<file path="src/rtl/mcu0_pkg.sv">
// Shared definitions for the mcu0 core: opcodes, ALU op codes and sequencer state encodings.
// Ports: none (package).
package mcu0_pkg;

  // IR[15:12] opcodes; 6..E decode as NOP.
  localparam logic [3:0] OpLd  = 4'h0;
  localparam logic [3:0] OpAdd = 4'h1;
  localparam logic [3:0] OpJmp = 4'h2;
  localparam logic [3:0] OpSt  = 4'h3;
  localparam logic [3:0] OpCmp = 4'h4;
  localparam logic [3:0] OpJeq = 4'h5;
  localparam logic [3:0] OpHlt = 4'hF;

  // ALU operation select.
  localparam logic [3:0] AluZero  = 4'h0;
  localparam logic [3:0] AluAdd   = 4'h1;
  localparam logic [3:0] AluCmp   = 4'hE;
  localparam logic [3:0] AluApass = 4'hF;

  typedef enum logic [2:0] {
    StIdle   = 3'd0,
    StFetch  = 3'd1,
    StDecode = 3'd2,
    StMem    = 3'd3,
    StExec   = 3'd4,
    StHalt   = 3'd5,
    StFault  = 3'd6
  } state_e;

  // Opcodes that need a second memory access (operand load or store).
  function automatic logic is_mem_op(input logic [3:0] op);
    return (op == OpLd) || (op == OpAdd) || (op == OpSt) || (op == OpCmp);
  endfunction

  function automatic logic is_branch_op(input logic [3:0] op);
    return (op == OpJmp) || (op == OpJeq);
  endfunction

endpackage

</file>
<file path="src/rtl/mcu0_ack_timer.sv">
// Counts consecutive cycles a memory request waits without acknowledge.
// Ports:
//   clock, reset_n : clock, async active-low reset
//   active         : request outstanding and not acknowledged this cycle
//   clear          : restart the count (ack or state change)
//   expire         : this waiting cycle is the Timeout-th consecutive one
module mcu0_ack_timer #(
  parameter int unsigned Timeout = 15
) (
  input  logic clock,
  input  logic reset_n,
  input  logic active,
  input  logic clear,
  output logic expire
);

  localparam int unsigned CntW = (Timeout < 2) ? 1 : $clog2(Timeout + 1);

  logic [CntW-1:0] cnt_q, cnt_d;

  // cnt_q holds the number of earlier consecutive waiting cycles.
  assign expire = active && (cnt_q == CntW'(Timeout - 1));

  always_comb begin
    cnt_d = cnt_q;
    if (clear || !active) begin
      cnt_d = '0;
    end else if (!expire) begin
      cnt_d = cnt_q + CntW'(1);
    end
  end

  always_ff @(posedge clock or negedge reset_n) begin
    if (!reset_n) begin
      cnt_q <= '0;
    end else begin
      cnt_q <= cnt_d;
    end
  end

endmodule

</file>
<file path="src/rtl/mcu0_seq_ctrl.sv">
// Multi-cycle sequencer for the mcu0 datapath. Steps each instruction through
// FETCH/DECODE/MEM/EXEC with a req/ack memory port, run/halt control, a retired
// instruction counter and a sticky memory-ack timeout fault.
// Ports:
//   clock, reset_n      : clock, async active-low reset
//   run                 : permission to start a new instruction (sampled at boundaries)
//   op, z               : IR[15:12] and equal flag
//   mem_ack             : memory completed the current request
//   mem_req, mem_we     : memory request / write
//   addr_sel            : 0 = PC, 1 = IR[11:0]
//   ir_w, pc_w, pcmux   : IR load, PC load, PC source (0 = PC+2, 1 = IR[11:0])
//   aw, sww, aluop      : A load, SW load, ALU operation
//   state               : current state (debug)
//   halted, fault       : sticky HLT executed / ack timeout
//   instret             : retired instruction count
module mcu0_seq_ctrl
  import mcu0_pkg::*;
#(
  parameter int unsigned CNT_W       = 16,
  parameter int unsigned ACK_TIMEOUT = 15
) (
  input  logic             clock,
  input  logic             reset_n,
  input  logic             run,
  input  logic [3:0]       op,
  input  logic             z,
  input  logic             mem_ack,
  output logic             mem_req,
  output logic             mem_we,
  output logic             addr_sel,
  output logic             ir_w,
  output logic             pc_w,
  output logic             pcmux,
  output logic             aw,
  output logic             sww,
  output logic [3:0]       aluop,
  output logic [2:0]       state,
  output logic             halted,
  output logic             fault,
  output logic [CNT_W-1:0] instret
);

  state_e           state_q, state_d;
  logic [CNT_W-1:0] instret_q, instret_d;
  logic             retire;
  logic             count_inc;
  logic             expire;
  logic             waiting;

  // A request that is not acknowledged this cycle keeps the timer running.
  assign waiting = mem_req && !mem_ack;

  mcu0_ack_timer #(
    .Timeout (ACK_TIMEOUT)
  ) u_ack_timer (
    .clock   (clock),
    .reset_n (reset_n),
    .active  (waiting),
    .clear   (mem_ack || (state_d != state_q)),
    .expire  (expire)
  );

  always_comb begin
    state_d   = state_q;
    retire    = 1'b0;
    count_inc = 1'b0;
    mem_req   = 1'b0;
    mem_we    = 1'b0;
    addr_sel  = 1'b0;
    ir_w      = 1'b0;
    pc_w      = 1'b0;
    pcmux     = 1'b0;
    aw        = 1'b0;
    sww       = 1'b0;
    aluop     = AluZero;

    case (state_q)
      StIdle: begin
        if (run) state_d = StFetch;
      end
      StFetch: begin
        mem_req = 1'b1;
        if (mem_ack) begin
          ir_w    = 1'b1;
          state_d = StDecode;
        end else if (expire) begin
          state_d = StFault;
        end
      end
      StDecode: begin
        pc_w = 1'b1;
        if (is_mem_op(op)) begin
          state_d = StMem;
        end else if (is_branch_op(op)) begin
          state_d = StExec;
        end else if (op == OpHlt) begin
          state_d   = StHalt;
          count_inc = 1'b1;
        end else begin
          retire = 1'b1;
        end
      end
      StMem: begin
        mem_req  = 1'b1;
        addr_sel = 1'b1;
        mem_we   = (op == OpSt);
        if (mem_ack) begin
          retire = 1'b1;
          case (op)
            OpLd: begin
              aw    = 1'b1;
              aluop = AluApass;
            end
            OpAdd: begin
              aw    = 1'b1;
              aluop = AluAdd;
            end
            OpCmp: begin
              sww   = 1'b1;
              aluop = AluCmp;
            end
            default: ;
          endcase
        end else if (expire) begin
          state_d = StFault;
        end
      end
      StExec: begin
        pcmux  = 1'b1;
        pc_w   = (op == OpJmp) || ((op == OpJeq) && z);
        retire = 1'b1;
      end
      StHalt, StFault: ;
      default: state_d = StIdle;
    endcase

    // run is only consulted here, so an instruction in flight always completes.
    if (retire) begin
      count_inc = 1'b1;
      state_d   = run ? StFetch : StIdle;
    end
  end

  assign instret_d = count_inc ? instret_q + CNT_W'(1) : instret_q;

  always_ff @(posedge clock or negedge reset_n) begin
    if (!reset_n) begin
      state_q   <= StIdle;
      instret_q <= '0;
    end else begin
      state_q   <= state_d;
      instret_q <= instret_d;
    end
  end

  assign state   = state_q;
  assign halted  = (state_q == StHalt);
  assign fault   = (state_q == StFault);
  assign instret = instret_q;

endmodule

</file>
<file path="config.mk">
export PLATFORM = sky130hd
export DESIGN_NAME = mcu0_seq_ctrl
export DESIGN_NICKNAME = d
export VERILOG_FILES = /design/src/rtl/mcu0_pkg.sv /design/src/rtl/mcu0_ack_timer.sv /design/src/rtl/mcu0_seq_ctrl.sv
export SDC_FILE = /design/constraint.sdc
export NUM_CORES = 1
export LEC_CHECK = 0
export ABC_AREA = 1
export CELL_PAD_IN_SITES_DETAIL_PLACEMENT = 1
export CELL_PAD_IN_SITES_GLOBAL_PLACEMENT = 1
export CORE_AREA = 2 2 77 72
export DETAILED_ROUTE_END_ITERATION = 8
export DIE_AREA = 0 0 79 74
export PLACE_DENSITY_LB_ADDON = 0.1
export SYNTH_ARGS = -nofsm -noshare
export SYNTH_HDL_FRONTEND = slang
export SYNTH_SLANG_ARGS = --single-unit
</file>
<file path="constraint.sdc">
create_clock -name clock -period 1.7 [get_ports clock]
set_input_delay 0.34 -clock clock [delete_from_list [all_inputs] [get_ports clock]]
set_output_delay 0.34 -clock clock [all_outputs]
set_load 0.02 [all_outputs]
</file>
== Yosys cells after proc, flatten, opt, wreduce, memory -nomap -nowiden ==
Index checks and enable logic that the tools add are counted.
Cells by class
  reduce and logical (&&, ||, !) cells: 17
  eq/ne operators: 15
  add/subtract/negate cells: 2
  multiplexer cells: 37
Operator list (count)
  2-to-1 mux 3 bit: 8
  2-to-1 mux 1 bit: 21
  adder 16 x 1 -> 16 bit, second input constant: 1
  2-to-1 mux 4 bit: 4
  one-hot mux 3 bit (5 select lines): 1
  one-hot mux 4 bit (3 select lines): 1
  equality test 3 bit, second input constant: 3
  equality test 4 x 2 -> 1 bit, second input constant: 2
  equality test 4 x 3 -> 1 bit, second input constant: 2
  equality test 4 bit, second input constant: 2
  logical OR 1 bit: 7
  equality test 3 x 2 -> 1 bit, second input constant: 2
  adder 4 x 1 -> 4 bit, second input constant: 1
  equality test 4 x 1 -> 1 bit, second input constant: 1
  logical NOT 4 bit: 1
  OR reduction 2 bit: 2
  equality test 3 x 1 -> 1 bit, second input constant: 1
  logical AND 1 bit: 3
  logical NOT 3 bit: 1
  inequality test 3 bit: 1
  one-hot mux 1 bit (3 select lines): 1
  OR reduction 3 bit: 1
  logical NOT 1 bit: 2
  inequality test 2 x 1 -> 1 bit, second input constant: 1
  one-hot mux 1 bit (2 select lines): 1
Storage, ports and cells
  register bits after elaboration: 23
  word-level logic and storage cells: 74
  output and inout port bits: 33

== Longest topological paths before layout ==
  depth in word-level cells: 13
  gate-level depth with buffers: 11

== Cells and area by module ==
From an unflattened synthesis, not the netlist that was laid out.
Unflattened totals
  cells, all modules: 238
  area total of the unflattened synthesis: 1662.8 sq um
Modules (own cells, without submodules)
  mcu0_seq_ctrl: instances 1, sequential area each 475.5 sq um, cells each 205, area an instance 1413.9 sq um
  mcu0_ack_timer: instances 1, sequential area each 100.1 sq um, cells each 33, area an instance 249.0 sq um

== Worst setup path after synthesis ==
OpenSTA, ideal clock, no wires.
  kind: register -> output
  start: reg state_q[1], in the netlist state[1]
  end: out aluop[0]
  cell stages (with the launch flop): 6
  arrival: 2.056 ns
  path buffers: 1
  required time: 1.360 ns
  slack: -0.696 ns
  cell sequence: dfrtp_1 -> nand2_1 -> nor2_2 -> nand2_2 -> nor4_1 -> buf_4
On the way
  word-level cells in the longest chain between the ends: 2
Ends and longest elaborated chain
  start: declaration: RTL line mcu0_seq_ctrl.sv:43  | state_e state_q, state_d;
  start signal: assignment: RTL line mcu0_seq_ctrl.sv:148  | state_q <= StIdle;
  start signal: assignment: RTL line mcu0_seq_ctrl.sv:151  | state_q <= state_d;
  equality test 3 x 2 -> 1 bit: RTL line mcu0_seq_ctrl.sv:77  | case (state_q)
  2-to-1 mux 4 bit: RTL line mcu0_seq_ctrl.sv:77
  end: declaration: RTL line mcu0_seq_ctrl.sv:36  | output logic [3:0] aluop,
No other way between the ends.

== Worst setup path after layout ==
  start: reg state_q[2], in the netlist state[2]
  end: out pc_w
On the way
  word-level cells in the longest chain between the ends: 2
  elaborated cells on any way between the ends: 3
  those cells by class: 2 x eq/ne; 1 x mux
Ends and longest elaborated chain
  equality test 3 bit / equality test 3 x 2 -> 1 bit (equally long branches): RTL line mcu0_seq_ctrl.sv:77
  one-hot mux 1 bit (2 select lines) *: RTL line mcu0_seq_ctrl.sv:77
  end: declaration: RTL line mcu0_seq_ctrl.sv:32  | output logic pc_w,
Every way passes the cells marked *; elsewhere a longest branch is shown, timed or not.

==> run_results.csv <==
group,metric,value,unit
power_and_ir_drop,power.density_cell_area,1040,nW/um^2
floorplanning,die_h,74,um
global_route,globalRoute.totalOverflow,0,
floorplanning,dieWidth,79,um
setup_path,crit_path_max_fanout,5,
floorplanning,core_footprint,5070,um^2
synthesis,synth.cell_area,1700,um^2
floorplanning,num_rows,25,
synthesis,synth-warning-count,0,
layout,area_growth,70.7,%
sta,unrepaired_setup_endpoints_after_global_routing,"yes",
setup_path,path_class,"reg -> out",
layout,antenna-diode-count,0,
floorplanning,starting_density_of_the_core,33.5,%
power_and_ir_drop,vdd_drop_max,0.540,mV
layout,regArea,579,um^2
drt,avgRoutedWirePerCell,15.8,um
setup_path,critPathBufInv,3,
setup_path,required_time_of_the_critical_path,1.36,ns
setup_path,cp_common_cell,"buf_6",
layout,final_design_instance_area_without_fill,2900,um^2
global_route,groute.usage.overall,20.0,%
cts,ctsLongestPathBuffers,2,
setup_path,endpoint_kind,"output port",
floorplanning,ioPinCount,42,
global_route,maximum_number_of_pins_on_one_net_before_global_route_repair,24,
setup_path,worst_setup_path_start_kind,"flip-flop",
drt,vias_per_cell,4.80,
min_path,hold_path_class,"in -> async",
sta,drv_slew,0,
sta,worst_clock_skew,0.00755,ns
synthesis,seq_area_frac_synth,33.9,%
drt,route.vias.total,1923,
sta,timing.max_slew.rel_slack,69.9,%
sta,worstMarginPinSlew,0.448,ns
setup_path,cp_slowest_stage_delay,0.47,ns
sta,timing.final.crit_period,1.80,ns
sta,fmaxAchievable,0.556,GHz
job,max_cap_viol_count,0,
synthesis,synth_seq_cells,23,
sta,final-hold-violation-count,0,
synthesis,syn_area_per_cell,7.16,um^2
drt,detail_route.iter0.violations,85,
place,dp_worst_setup_slack,-0.640,ns
cts,cts_tree,"yes",
power_and_ir_drop,internal_power,1700,uW
drt,route.final.wire_length,6320,um
sta,fin_tns_setup,-0.912,ns
synthesis,synth_edf_count,0,
global_route,antenna_found_initial,0,
layout,layout-drive-gt1-share,40.4,%
synthesis,synthesis.nets,249,
power_and_ir_drop,pwr-share-seq,25.8,%
place,post_dp_cell_area,2510,um^2
synthesis,netlist_top_cells_count,"nand2_1, inv_1, dfrtp_1, nor2_1, nand3_1",
layout,fillerInstances,655,
synthesis,cell_taking_the_most_area_after_synthesis,"dfrtp_1",
power_and_ir_drop,post-layout-total-power,3020,uW
synthesis,netlist_top_cells_area,"dfrtp_1, nand2_1, nand3_2",
power_and_ir_drop,power_switching,1330,uW
status,status,"finished, violations left",
sta,worst_slack,-0.0996,ns
synthesis,async_reset_ff_share,100,%
sta,period_utilisation_layout,106,%
global_route,first_global_vias,1950,
floorplanning,design.die.area,5850,um^2
synthesis,synth_ff_type,"dfrtp_1",
cts,htree_num_levels,1,
place,portBuffers,41,
layout,finish.utilization,57.2,%
place,dp.final_hpwl,4080,um
power_and_ir_drop,power.switching_fraction,43.9,%
setup_path,critical_path.top_delay_family,"flip-flops",
cts,clk-insertion-delay-late,0.27,ns
cts,cts.clk_slew.worst_paths,0.08,ns
synthesis,yosys.cell_count.top_type,"nand2_1",
power_and_ir_drop,power.combinational.fraction,62.4,%
cts,cts_inserted_buffers,3,
drt,firstDrtPassIters,4,
cts,cts_hold_buffers,0,
power_and_ir_drop,clkPwrFrac,11.8,%
setup_path,cp_cell_sequence,"buf_6, buf_6, nor3_4, o21bai_1, buf_4",
synthesis,post_synth_inst_count,237,
power_and_ir_drop,power.leakage,0.00152,uW
drt,drc_errors,0,
setup_path,worst_ep_arrival_time,1.46,ns
layout,finalNetCount,347,
synthesis,post_synth_num_cell_types,25,
synthesis,yosys.area.top_type_share,33.9,%
setup_path,slowest_stage,"dfrtp_2",
drt,drt.antenna.violating_nets,0,
global_route,grt_pass1_wl,9270,um
place,globalplace.congestion,0.793,
layout,multi_input_area,1180,um^2
cts,cts.sinks,23,
sta,final_setup_violations,26,
status,violations,"negative setup slack",
cts,root_driver,"clkbuf_8",
cell families (layout without fill, tap and decap cells):
logic type	Yosys count	in the layout	synth area share, %
simple gates	155	156	43.8
buf+inv	36	132	10.9
flops	23	23	33.9
xor+xnor	14	14	7.22
compound gates	6	6	1.92
fa+ha+maj	3	3	2.21
worst register-to-register path: stages, from the launching register on:
cell	delay, ns
dfrtp_2	0.47
buf_6	0.14
buf_6	0.11
nor3_4	0.16
buf_6	0.15
buf_6	0.11
nand3_4	0.17
buf_8	0.22
nand3_2	0.08
nand2_1	0.05
metrics by stage:
| step | hold WS, ns | instances |
|---|---|---|
| floorplan | 0.0444 | 237 |
| global placement | 0.478 | 383 |
| detailed placement | 0.477 | 383 |
| CTS | 0.446 | 393 |
| global route | 0.465 | 401 |
| finish | 0.435 | 401 |
worst paths after layout:
check                                                 start                                to  slack (ns)  depth (start not counted)
max                                      state[2]$_DFF_PN0_                              pc_w        -0.1                          5
min                                                 reset_n  u_ack_timer.cnt_q[3]$_DFFE_PN0P_        0.44                          2
max reg2reg                              state[2]$_DFF_PN0_            instret[4]$_DFFE_PN0P_       -0.06                          9
min reg2reg                u_ack_timer.cnt_q[0]$_DFFE_PN0P_  u_ack_timer.cnt_q[0]$_DFFE_PN0P_        0.49                          1
max in group asynchronous                           reset_n                state[1]$_DFF_PN0_        1.00                          2
min in group clock         u_ack_timer.cnt_q[0]$_DFFE_PN0P_  u_ack_timer.cnt_q[0]$_DFFE_PN0P_        0.49                          1
what timing repair did:
action | CTS | global route
gates cloned | 0 | 2
setup endpoints to repair | 49 | 40
setup buffers | 6 | 7
pin swaps | 3 | 30
resized for setup | 93 | 62
sequential cells by signal (all words and copies together) (netlist names):
register / cells
instret: 16
state: 3
u_ack_timer.cnt_q: 4
metal layers:
layer | up-vias | routed length, um | GRT usage (%)
met3 | 2 | 161 | 1.82
met2 | 38 | 3190 | 35.5
met5 | - | 0 | 0
li1 | 944 | - | -
met4 | 0 | 27 | 3.83
met1 | 939 | 2940 | 27.1
cell type report:
cell class                      count  share of cell area (%)
Multi-Input combinational cell    179                    40.6
Timing Repair Buffer               99                    31.1
Sequential cell                    23                    20.0
Inverter                           29                    3.84
Tap cell                           67                    2.89
Clock buffer                        4                    1.55
cells in the final DEF (no fill, tap or decap), types with 7 or more instances in the layout:
master,Yosys,routed
inv_1,28,23
nand3_1,21,13
clkdlybuf4s50_1,0,7
xor2_1,10,10
buf_4,3,49
dlygate4sd2_1,0,16
dfrtp_1,23,20
nand2_2,4,7
nor2_1,23,15
nand2_1,77,68
nand3_2,11,15
buf_6,3,13
power by group through the flow:
stage | clock network [uW] | logic (uW) | registers (uW)
6_report | 356 | 1890 | 780
5_1_grt | 382 | 2020 | 790
3_5_place_dp | 0 | 1450 | 765
4_1_cts | 364 | 1500 | 752
2_1_floorplan | 0 | 650 | 825
3_3_place_gp | 0 | 1420 | 762
(Power assumes the default switching activity.)
